<file path="src/rtl/hazard_stall_unit.sv">
// Stall/flush controller beside ID: load-use, mult/div HI/LO occupancy,
// taken-branch flush, plus a saturating stall-cycle counter.
module hazard_stall_unit #(
  parameter int MD_LATENCY = 4,
  parameter int CNT_W      = 16
) (
  input  logic             clk,
  input  logic             rst_n,
  input  logic [4:0]       ID_RsAddr,
  input  logic [4:0]       ID_RtAddr,
  input  logic             ID_UsesRs,
  input  logic             ID_UsesRt,
  input  logic             ID_IsMD,
  input  logic             ID_ReadsHiLo,
  input  logic             EX_MemRead,
  input  logic [4:0]       EX_wAddr,
  input  logic             EX_BranchTaken,
  output logic             Stall,
  output logic             Bubble,
  output logic             Flush_IFID,
  output logic             MD_Busy,
  output logic [CNT_W-1:0] StallCnt
);

  localparam int MdW = $clog2(MD_LATENCY + 1);
  localparam logic [MdW-1:0] MdLoad = MdW'(MD_LATENCY);

  typedef enum logic {
    MD_IDLE,
    MD_RUN
  } mdState_t;

  mdState_t       mdState;
  mdState_t       mdStateNxt;
  logic [MdW-1:0] mdCnt;
  logic [MdW-1:0] mdCntNxt;

  logic loadUse;
  logic mdHazard;
  logic mdIssue;
  logic rsHit;
  logic rtHit;
  logic stallRaw;
  logic bubbleRaw;
  logic flushRaw;

  assign rsHit = ID_UsesRs & (EX_wAddr == ID_RsAddr);
  assign rtHit = ID_UsesRt & (EX_wAddr == ID_RtAddr);

  assign loadUse = EX_MemRead
                 & (EX_wAddr != 5'd0)
                 & (rsHit | rtHit);

  assign MD_Busy  = rst_n & (mdCnt != '0);
  assign mdHazard = MD_Busy & (ID_IsMD | ID_ReadsHiLo);

  always_comb begin
    stallRaw  = 1'b0;
    bubbleRaw = 1'b0;
    flushRaw  = 1'b0;
    unique case (1'b1)
      EX_BranchTaken: begin
        flushRaw  = 1'b1;
        bubbleRaw = 1'b1;
      end
      (~EX_BranchTaken & (loadUse | mdHazard)): begin
        stallRaw  = 1'b1;
        bubbleRaw = 1'b1;
      end
      default: ;
    endcase
  end

  // Outputs drop the instant reset asserts, independent of ID/EX inputs.
  assign Stall      = rst_n & stallRaw;
  assign Bubble     = rst_n & bubbleRaw;
  assign Flush_IFID = rst_n & flushRaw;

  assign mdIssue = ID_IsMD & ~Stall & ~EX_BranchTaken;

  always_comb begin
    mdStateNxt = mdState;
    mdCntNxt   = mdCnt;
    unique case (mdState)
      MD_IDLE: begin
        if (mdIssue) begin
          mdCntNxt   = MdLoad;
          mdStateNxt = MD_RUN;
        end
      end
      MD_RUN: begin
        // A committed op keeps counting through stalls and flushes.
        mdCntNxt = mdCnt - MdW'(1);
        if (mdCnt == MdW'(1)) begin
          mdStateNxt = MD_IDLE;
        end
      end
      default: begin
        mdStateNxt = MD_IDLE;
        mdCntNxt   = '0;
      end
    endcase
  end

  always_ff @(posedge clk or negedge rst_n) begin
    if (!rst_n) begin
      mdState <= MD_IDLE;
      mdCnt   <= '0;
    end else begin
      mdState <= mdStateNxt;
      mdCnt   <= mdCntNxt;
    end
  end

  always_ff @(posedge clk or negedge rst_n) begin
    if (!rst_n) begin
      StallCnt <= '0;
    end else if (Stall && (StallCnt != '1)) begin
      StallCnt <= StallCnt + CNT_W'(1);
    end
  end

endmodule

</file>
<file path="config.mk">
export PLATFORM = sky130hd
export DESIGN_NAME = hazard_stall_unit
export DESIGN_NICKNAME = d
export VERILOG_FILES = /design/src/rtl/hazard_stall_unit.sv
export SDC_FILE = /design/constraint.sdc
export NUM_CORES = 1
export LEC_CHECK = 0
export BUFFER_PORTS_ARGS = -buffer_cell sky130_fd_sc_hd__buf_2
export CORE_MARGIN = 1
export CORE_UTILIZATION = 55
export CTS_BUF_LIST = sky130_fd_sc_hd__clkbuf_2
export DETAILED_ROUTE_END_ITERATION = 7
export PLACE_DENSITY = 0.95
export SETUP_SLACK_MARGIN = 0.4
export SLEW_MARGIN = 20
export SYNTH_ARGS = -nofsm -noshare
export SYNTH_HDL_FRONTEND = slang
export SYNTH_SLANG_ARGS = --single-unit
</file>
<file path="constraint.sdc">
create_clock -name clk -period 5.8 [get_ports clk]
set_input_delay 1.16 -clock clk [delete_from_list [all_inputs] [get_ports clk]]
set_output_delay 1.16 -clock clk [all_outputs]
set_load 0.01 [all_outputs]
</file>
==> results_dict.tcl <==
set metrics [dict create \
    cp-endpoint "Stall" \
    path_delay_family "compound AO/OA/AOI/OAI gates" \
    clock_skew_ns 0.00342 \
    hp-class "register to register" \
    track_usage_pct 24.4 \
    grt-ovfl-total 0 \
    dp_hpwl_um 2120 \
    syn_nets 145 \
    ys_seq_area_share_pct 40.9 \
    min_period_ns 3.90 \
    fmax_mhz 256 \
    num_vias 1042 \
    max-slew-margin-rel_pct 32.1 \
    cts.sinks 20 \
    critical_path.max_fanout 19 \
    yosysMostFrequentCell "dfrtp_1" \
    dp.cells 185 \
    timing.rr.start "StallCnt[10]" \
    antenna_cells 0 \
    async_flop_share_pct 100 \
    ant_nets 0 \
    root_buffer "clkbuf_2" \
    cp.buffers_inverters 2 \
    clock_path_buffers 2 \
    place_area_um2 1450 \
    synthTopCellsByCount "dfrtp_1 (20), xnor2_1 (16), nand2_1 (8), xor2_1 (8), nand3_1 (7)" \
    num_rows 16 \
    synth_area_leader_cell "dfrtp_1" \
    clk_latency_ns 0.31 \
    syn_to_final_growth_pct 19.8 \
    end_kind "primary output" \
    drive_gt1_share_pct 35.8 \
    cts-resized-gates 0 \
    synth_top_area_share_pct 40.9 \
    vdd.ir_drop.worst_v 0.000243 \
    die_area_um2 2420 \
    syn_inst 118 \
    ys_top_cells_by_area "dfrtp_1 (41%), xnor2_1 (11%), xor2_1 (5.7%)" \
    final_cells 189 \
    ctsHtreeMaxLevel 1 \
    post-cts-setup-buffer-count 0 \
    syn_area_um2 1220 \
    synth_area_per_cell_um2 10.4 \
    whs_ns 0.511 \
    worst-path-stages 7 \
    stdcell_area_um2 1470 \
    cp_common_cell "buf_2" \
    setup_ws_ns 1.90 \
    via_per_inst 5.51 \
    place_ws_ns 1.90 \
    required_ns 4.64 \
    crit_path_cell_trace "buf_2, xor2_1, nor4_2, a32oi_1, o21ai_4, nor2b_1, buf_2" \
    io_buffers 42 \
    detail_route.first_pass.iterations 4 \
    crit_type "input pin to primary output" \
    wl_per_cell_um 13.9 \
    fp.dieW_um 49.2 \
    r2r_cells 6 \
    drc 0 \
    cts_tree "yes" \
    fin_nets 190 \
    power_density_nw_per_um2 269 \
    finalHoldViolations 0 \
    setup_viol 0 \
    initial_core_util_pct 60.6 \
    core-area_um2 2020 \
    antenna_found_initial 0 \
    synth_seq_cells 20 \
    reg2reg_slack_ns 3.51 \
    startpoint "EX_wAddr[4]" \
    critPathSlowestCell "o21ai_4" \
    synth.distinct_cells 34 \
    wirelength_um 2630 \
    yosys_most_used_dff "dfrtp_1" \
    synth_edf_count 0 \
    max_stage_delay_ns 0.50 \
    critPathLaunchType "input pin" \
    grt_pass1_wl_um 4550 \
    first_iter_violations 16 \
    rsz0062_at_grt "false" \
    io_pins 43 \
    worst_slew_pin_slew_ns 1.01 \
    r2r_end "StallCnt[1]" \
    grt_pass1_vias 1032 \
    status "completed" \
    yosys_warnings 0 \
    path_clk_slew_ns 0.17 \
    cts_made_buffers 3 \
    final.setup.tns_ns 0 \
    gp_congestion 0.820 \
    period_share_pct 67.3 \
    maxSlewViolCount 0 \
    drv_cap 0 \
    leakagePower_nw 0.701 \
    worst_ep_arrival_time_ns 2.74 \
    die-height_um 49.2 \
    grt_max_degree 26 \
    hold_buffers 0 \
]
==> flip-flops by register name, summed over array words and instances (netlist names) <==
register  flops
mdState       1
StallCnt     16
mdCnt         3
==> placed cells by master, fill, tap and decap left out, types with 2 or more instances in the layout <==
master / count
nand2b_1: 2
clkbuf_2: 3
nand3_1: 7
a21oi_2: 2
dfrtp_1: 20
and2_1: 2
xnor2_1: 16
ha_1: 4
o21a_1: 2
o21ai_0: 2
nor2_1: 4
nor4_1: 2
nor2b_1: 3
buf_2: 42
nand4_1: 4
inv_1: 4
nand2_1: 8
nand3_2: 6
and3_1: 6
xor2_1: 8
==> power by group <==
group | switching (mW) | leakage, nW | internal (mW)
sequential | 0.0292 | 0.262 | 0.167
clock | 0.0401 | 0.0140 | 0.0150
combinational | 0.0763 | 0.425 | 0.0665
total | 0.146 | 0.701 | 0.249
==> worst min path at each step <==
stage,to,cells after the start,start,slack [ns]
finish,StallCnt[15],1,StallCnt[15],0.51
global route,StallCnt[6],1,StallCnt[6],0.54
CTS,StallCnt[15],1,StallCnt[15],0.51
detailed placement,StallCnt[15],1,StallCnt[15],0.49
global placement,StallCnt[6],1,StallCnt[6],0.47
floorplan,mdCnt[2],1,mdCnt[2],0.48
==> through the flow <==
step / total power [mW] / utilization [%]
after floorplan: 0.293 / -
after global placement: 0.330 / 71.7
after detailed placement: 0.341 / 71.7
after CTS: 0.398 / 72.6
after global routing: 0.422 / 72.6
final: 0.394 / 72.6
==> area by class of cell <==
cell class	instances	area, um2
clock inverter	1	3.75
tap	27	33.8
inverter	4	15.0
fill	152	554
timing repair buffer	42	210
clock buffer	3	15.0
sequential	20	500
multi-input combinational	92	689
==> worst register-to-register path, cell delays in order (launching register included) <==
cell and delay (ns):
dfrtp_1 0.47, and4_1 0.25, nand4_1 0.14, nor3_1 0.08, nor2_1 0.77, nand2_2 0.18
mux2_4 0.34
==> routing by layer <==
metal / track usage, % / vias up / wire length (um) / share of wire (%)
met2: 40.6 / 32 / 1380 / 53
met4: 5.39 / 0 / 25 / 0.95
met5: 0 / - / 0 / 0
met1: 31.6 / 501 / 1110 / 42
met3: 6.23 / 4 / 114 / 4.3
li1: - / 505 / - / -
==> logic make-up after synthesis <==
group | count (synthesis) | share of synthesized area (%)
compound gates | 12 | 8.17
xor+xnor | 24 | 17.2
fa+ha+maj | 4 | 4.09
buf+inv | 6 | 2.86
flops | 20 | 40.9
mux | 1 | 1.23
simple gates | 51 | 25.6
Note: power is estimated with default switching activity, not from simulation.
